$ cat src/rtl/spi_slave_responder.sv
// ============================================================================
//  Module   : spi_slave_responder
//  Purpose  : SPI mode-0 slave, oversampled by Mclk; decodes address/command/
//             payload frames into a write payload or a read-back shift-out.
//  Revision : 1.0 - initial release
// ============================================================================
`default_nettype none

module spi_slave_responder #(
    parameter int         NBYTES      = 15,
    parameter int         SYNC_STAGES = 2,
    parameter logic [7:0] CMD_WR      = 8'h01,
    parameter logic [7:0] CMD_RD      = 8'h02
) (
    input  logic                  Mclk,
    input  logic                  Reset,
    input  logic [7:0]            My_Address,
    input  logic                  SPI_clk,
    input  logic                  SPI_CS,
    input  logic                  SPI_MOSI,
    output logic                  SPI_MISO,
    output logic                  SPI_MISO_OE,
    input  logic [8*NBYTES-1:0]   Tx_Data,
    output logic [8*NBYTES-1:0]   Rx_Data,
    output logic                  Rx_Valid,
    output logic                  Frame_Error,
    output logic                  Busy
);

    localparam int             c_W      = 8 * NBYTES;
    localparam int             c_BCW    = $clog2(NBYTES + 2);
    localparam logic [c_BCW-1:0] c_NB     = c_BCW'(NBYTES);
    localparam logic [c_BCW-1:0] c_NB_SAT = c_BCW'(NBYTES + 1);
    localparam logic [c_BCW-1:0] c_ONE    = c_BCW'(1);

    typedef enum logic [2:0] {
        S_WAIT_CS_HIGH = 3'd0,
        S_IDLE         = 3'd1,
        S_ADDR         = 3'd2,
        S_CMD          = 3'd3,
        S_WDATA        = 3'd4,
        S_RDATA        = 3'd5,
        S_IGNORE       = 3'd6
    } state_t;

    logic [SYNC_STAGES-1:0] r_sclk_sync;
    logic [SYNC_STAGES-1:0] r_cs_sync;
    logic [SYNC_STAGES-1:0] r_mosi_sync;
    logic                   r_sclk_prev;
    logic                   r_cs_prev;

    logic w_sclk;
    logic w_cs;
    logic w_mosi;
    logic w_sclk_rise;
    logic w_sclk_fall;
    logic w_cs_rise;
    logic w_cs_fall;

    state_t             r_state;
    logic [6:0]         r_shift;
    logic [2:0]         r_bit_cnt;
    logic [c_BCW-1:0]   r_byte_cnt;
    logic [c_W-1:0]     r_payload;
    logic [c_W-1:0]     r_tx_shift;
    logic [c_W-1:0]     r_rx_data;
    logic               r_bad_cmd;
    logic               r_miso;
    logic               r_miso_oe;
    logic               r_rx_valid;
    logic               r_frame_err;
    logic               r_busy;

    logic [7:0]         w_byte;
    logic               w_byte_done;
    logic               w_in_frame;

    // CS synchroniser resets low so a device reset while CS is held low
    // cannot be mistaken for an idle bus.
    always_ff @(posedge Mclk) begin
        if (Reset) begin
            r_sclk_sync <= '0;
            r_cs_sync   <= '0;
            r_mosi_sync <= '0;
            r_sclk_prev <= 1'b0;
            r_cs_prev   <= 1'b0;
        end else begin
            r_sclk_sync <= {r_sclk_sync[SYNC_STAGES-2:0], SPI_clk};
            r_cs_sync   <= {r_cs_sync[SYNC_STAGES-2:0], SPI_CS};
            r_mosi_sync <= {r_mosi_sync[SYNC_STAGES-2:0], SPI_MOSI};
            r_sclk_prev <= w_sclk;
            r_cs_prev   <= w_cs;
        end
    end

    assign w_sclk      = r_sclk_sync[SYNC_STAGES-1];
    assign w_cs        = r_cs_sync[SYNC_STAGES-1];
    assign w_mosi      = r_mosi_sync[SYNC_STAGES-1];
    assign w_sclk_rise = w_sclk & ~r_sclk_prev & ~w_cs;
    assign w_sclk_fall = ~w_sclk & r_sclk_prev & ~w_cs;
    assign w_cs_rise   = w_cs & ~r_cs_prev;
    assign w_cs_fall   = ~w_cs & r_cs_prev;

    assign w_byte      = {r_shift, w_mosi};
    assign w_byte_done = w_sclk_rise && (r_bit_cnt == 3'd7);
    assign w_in_frame  = (r_state != S_WAIT_CS_HIGH) && (r_state != S_IDLE);

    always_ff @(posedge Mclk) begin
        if (Reset) begin
            r_state     <= S_WAIT_CS_HIGH;
            r_shift     <= '0;
            r_bit_cnt   <= '0;
            r_byte_cnt  <= '0;
            r_payload   <= '0;
            r_tx_shift  <= '0;
            r_rx_data   <= '0;
            r_bad_cmd   <= 1'b0;
            r_miso      <= 1'b0;
            r_miso_oe   <= 1'b0;
            r_rx_valid  <= 1'b0;
            r_frame_err <= 1'b0;
            r_busy      <= 1'b0;
        end else begin
            r_rx_valid  <= 1'b0;
            r_frame_err <= 1'b0;

            if (w_sclk_rise && w_in_frame) begin
                r_shift   <= w_byte[6:0];
                r_bit_cnt <= r_bit_cnt + 3'd1;
            end

            case (r_state)
                S_WAIT_CS_HIGH: begin
                    if (w_cs) begin
                        r_state <= S_IDLE;
                    end
                end

                S_IDLE: begin
                    if (w_cs_fall) begin
                        r_state    <= S_ADDR;
                        r_bit_cnt  <= '0;
                        r_byte_cnt <= '0;
                        r_bad_cmd  <= 1'b0;
                    end
                end

                default: begin
                    if (w_cs_rise) begin
                        r_state   <= S_IDLE;
                        r_miso_oe <= 1'b0;
                        r_busy    <= 1'b0;
                        r_miso    <= 1'b0;
                        case (r_state)
                            S_WDATA: begin
                                if ((r_byte_cnt == c_NB) && (r_bit_cnt == 3'd0)) begin
                                    r_rx_data  <= r_payload;
                                    r_rx_valid <= 1'b1;
                                end else begin
                                    r_frame_err <= 1'b1;
                                end
                            end
                            S_RDATA: begin
                                if (r_bit_cnt != 3'd0) begin
                                    r_frame_err <= 1'b1;
                                end
                            end
                            S_IGNORE: begin
                                if (r_bad_cmd) begin
                                    r_frame_err <= 1'b1;
                                end
                            end
                            default: ;
                        endcase
                    end else begin
                        case (r_state)
                            S_ADDR: begin
                                if (w_byte_done) begin
                                    if (w_byte == My_Address) begin
                                        r_state <= S_CMD;
                                        r_busy  <= 1'b1;
                                    end else begin
                                        r_state <= S_IGNORE;
                                    end
                                end
                            end
                            S_CMD: begin
                                if (w_byte_done) begin
                                    if (w_byte == CMD_WR) begin
                                        r_state <= S_WDATA;
                                    end else if (w_byte == CMD_RD) begin
                                        r_state    <= S_RDATA;
                                        r_tx_shift <= Tx_Data;
                                        r_miso_oe  <= 1'b1;
                                    end else begin
                                        r_state   <= S_IGNORE;
                                        r_bad_cmd <= 1'b1;
                                    end
                                end
                            end
                            S_WDATA: begin
                                if (w_byte_done) begin
                                    r_payload <= {r_payload[c_W-9:0], w_byte};
                                    if (r_byte_cnt != c_NB_SAT) begin
                                        r_byte_cnt <= r_byte_cnt + c_ONE;
                                    end
                                end
                            end
                            S_RDATA: begin
                                // Zeros shift in behind the word, so MISO idles
                                // low once all payload bits have gone out.
                                if (w_sclk_fall) begin
                                    r_miso     <= r_tx_shift[c_W-1];
                                    r_tx_shift <= {r_tx_shift[c_W-2:0], 1'b0};
                                end
                            end
                            S_IGNORE: begin
                                r_miso_oe <= 1'b0;
                            end
                            default: ;
                        endcase
                    end
                end
            endcase
        end
    end

    assign SPI_MISO    = r_miso;
    assign SPI_MISO_OE = r_miso_oe;
    assign Rx_Data     = r_rx_data;
    assign Rx_Valid    = r_rx_valid;
    assign Frame_Error = r_frame_err;
    assign Busy        = r_busy;

endmodule

`default_nettype wire

$ cat config.mk
export PLATFORM = sky130hd
export DESIGN_NAME = spi_slave_responder
export DESIGN_NICKNAME = d
export VERILOG_FILES = /design/src/rtl/spi_slave_responder.sv
export SDC_FILE = /design/constraint.sdc
export NUM_CORES = 1
export LEC_CHECK = 0
export ABC_AREA = 1
export BUFFER_PORTS_ARGS = -buffer_cell sky130_fd_sc_hd__buf_2
export CAP_MARGIN = 10
export CORE_UTILIZATION = 50
export DETAILED_ROUTE_END_ITERATION = 8
export PLACE_DENSITY = 0.72
export SYNTH_ARGS = -nofsm -noshare
export SYNTH_HDL_FRONTEND = slang
export SYNTH_SLANG_ARGS = --single-unit
$ cat constraint.sdc
create_clock -name Mclk -period 5.1 [get_ports Mclk]
set_clock_uncertainty 0.1 [all_clocks]
set_input_delay 0.765 -clock Mclk [delete_from_list [all_inputs] [get_ports Mclk]]
set_output_delay 0.765 -clock Mclk [all_outputs]
set_load 0.01 [all_outputs]
==> reports/metrics.yaml <==
timing:
  slew-limit-headroom_pct: 24.2
  timing_worst_slew_pin_value_ps: 1140
  layout_worst_path_cycle_share_pct: 57.0
  setup-violations-final: 0
  fin_ws_ps: 2190
  timing_hold_violations_final: 0
  fmax_ghz: 0.344
  fin_tns_setup_ps: 0
  final-max-slew-violation-count: 0
  timing.final.crit_period_ps: 2910
  grt_setup_unrepaired: "false"
global_routing:
  via_count_of_the_first_global_routing_pass: 12311
  global_route_wire_length_before_repair_um: 58800
  grt_antenna_before_repair: 0
  grt_max_degree: 195
  gr-total-overflow: 0
  gr-usage-all-layers_pct: 22.4
synthesis:
  yosys.cell_types.count: 31
  post_synth_instance_area_sq_mm: 0.0153
  asyncSetResetFlopFracSynth_pct: 0
  synthesis.yosys.warnings: 0
  ys_ff_latch: 392
  syn_inst: 2063
  synth-main-ff-cell: "sky130_fd_sc_hd__dfxtp_1"
  synth.yosys.seq_area_share_pct: 51.4
  syn-mean-instance-area_sq_um: 7.40
  postSynthNetCount: 2202
  synth-edff-count: 0
setup_path:
  crit_type: "reg -> reg"
  timing.critical_path.fanout_max: 172
  arrival_ps: 3260
  worstSetupStartpointType: "flip-flop"
  reg2reg_slack_ps: 2190
  critical_path.endpoint_type: "flip-flop"
  critical_path_required_ps: 5450
detailed_routing:
  drt-pass1-iter-count: 5
  drc_errors: 0
  detail_route.wl_per_cell_um: 13.4
  wirelength_um: 35500
  drt_iter0_drc: 1159
  routed_via_density: 5.09
  detailroute.via_count: 13476
  antenna_left: 0
clock_network:
  htreeDepth: 2
  numClockSinks: 392
  cts-hold-fix-buffers: 0
  cts_inserted_buffers: 41
  post_cts.repair.setup_buffers: 0
  cts_root_buffer: "sky130_fd_sc_hd__clkbuf_16"
  clock_tree_from_tritoncts: "built"
  cts_resizes: 0
  worstSkewPairLatency_ps: 520
  clockBufferDepth: 3
  cts.clk_slew.worst_paths_ps: 60
floorplanning:
  core_sq_mm: 0.0298
  pin_count: 258
  die_boundary_height_um: 177
  design.die.area_sq_mm: 0.0312
  floorplan.initialDensity_pct: 51.2
  row_count: 63
  die_width_um: 177
hold_path:
  hold_path_class: "reg -> reg"
placement:
  dpl_worst_slack_ps: 2220
  post-dp-hpwl_um: 21800
  globalplace.congestion: 0.821
  port_buffers: 257
run:
  max_cap_viol_count: 0
final_layout:
  drive_gt1_share_pct: 15.5
  final_nets: 2365
  diodes: 0
  layout-area-overhead-vs-synth_pct: 16.9
  layout.filler_cells: 2768
run_status:
  status: "complete, no violations"
power_and_ir_drop:
  max-vdd-ir-drop_v: 0.000248
  power-per-cell-area_mw_per_mm2: 390
  cellLeakagePower_nw: 8.68
cells in the mapped netlist (all sizes together) (3+ instances only):
| master | instances | share of area [%] |
|---|---|---|
| o21ai | 494 | 16 |
| nor2 | 488 | 12 |
| dfxtp | 392 | 51 |
| nand2 | 176 | 4.4 |
| inv | 172 | 4.2 |
| a21oi | 147 | 4.8 |
| clkbuf | 84 | 2.1 |
| buf | 63 | 2.5 |
| nand3 | 19 | 0.74 |
| nor3 | 8 | 0.36 |
| ha | 6 | 0.49 |
| nand4 | 4 | 0.16 |
| xnor2 | 3 | 0.17 |
cell usage in the layout, fill, tap and decap left out, drive strengths merged:
cell / instances
a211oi: 1
a21oi: 147
a2bb2oi: 1
buf: 267
bufinv: 6
clkbuf: 54
clkinv: 11
dfxtp: 392
ha: 6
inv: 173
nand2: 176
nand3: 19
nand4: 4
nor2: 488
nor3: 8
nor3b: 1
o2111ai: 1
o21ai: 494
o221ai: 1
o22ai: 1
xnor2: 3
xor2: 1
critical path: stages (launching register included):
cell and delay [ps]:
sky130_fd_sc_hd__dfxtp_1 480, sky130_fd_sc_hd__nor3_2 130, sky130_fd_sc_hd__inv_6 460, sky130_fd_sc_hd__nand2_2 140, sky130_fd_sc_hd__nand3_4 510, sky130_fd_sc_hd__buf_12 520, sky130_fd_sc_hd__o21ai_0 180, sky130_fd_sc_hd__a21oi_1 160
power by group:
part	switching (mW)	internal, mW	total, mW
Clock	1.18	1.87	3.05
Sequential	0.0484	3.20	3.25
Combinational	0.445	0.219	0.665
Total	1.68	5.29	6.96
through the flow:
stage | total power, mW | util, % | hold WS (ps) | cells | cell area (sq um)
after global placement | 3.95 | 55.2 | 292 | 2573 | 16500
after CTS | 7.02 | 59.9 | 298 | 2645 | 17800
after detailed placement | 3.97 | 55.2 | 296 | 2573 | 16500
final | 6.96 | 59.9 | 298 | 2645 | 17800
after global routing | 7.27 | 59.9 | 312 | 2645 | 17800
after floorplan | 3.83 | - | 288 | 2063 | 15300
logic make-up after synthesis:
family | share of synthesized area (%)
compound gates | 21.3
xor+xnor | 0.230
fa+ha+maj | 0.492
buf+inv | 8.80
flops | 51.4
simple gates | 17.8
cell type report:
type	count	area, sq um	share of cell area [%]
inverter	172	659	3.70
multi-input combinational	1352	6080	34.1
sequential	392	7850	44.0
tap	390	488	2.74
clock buffer	54	1130	6.36
clock inverter	18	251	1.41
timing repair buffer	267	1370	7.70
state kept, by name, indices dropped and copies added, names as in the netlist:
name	flops
r_state	3
Rx_Data	120
r_tx_shift	120
Rx_Valid	1
r_payload	120
r_shift	7
r_mosi_sync	2
r_sclk_sync	2
r_cs_sync	2
Frame_Error	1
r_byte_cnt	5
r_sclk_prev	1
SPI_MISO_OE	1
r_cs_prev	1
r_bad_cmd	1
r_bit_cnt	3
SPI_MISO	1
Busy	1
worst paths after layout:
kind                            depth (start not counted)                       from                           to
worst max-delay path                                    7    r_state[1]$_SDFFE_PP0P_  r_tx_shift[73]$_SDFFE_PP0P_
worst min-delay path                                    2  r_sclk_sync[0]$_SDFF_PP0_    r_sclk_sync[1]$_SDFF_PP0_
worst max register to register                          7    r_state[1]$_SDFFE_PP0P_  r_tx_shift[73]$_SDFFE_PP0P_
worst min register to register                          2  r_sclk_sync[0]$_SDFF_PP0_    r_sclk_sync[1]$_SDFF_PP0_
per-layer routing:
layer  up-vias  part of all wire, %  global-route usage (%)
met4         0                  1.6                    5.24
li1       6963                    -                       -
met2       358                   45                    35.5
met1      6113                   48                    32.1
met5         -                    0                       0
met3        42                  5.6                    2.99
No activity file was read; power rests on OpenSTA's default activity.
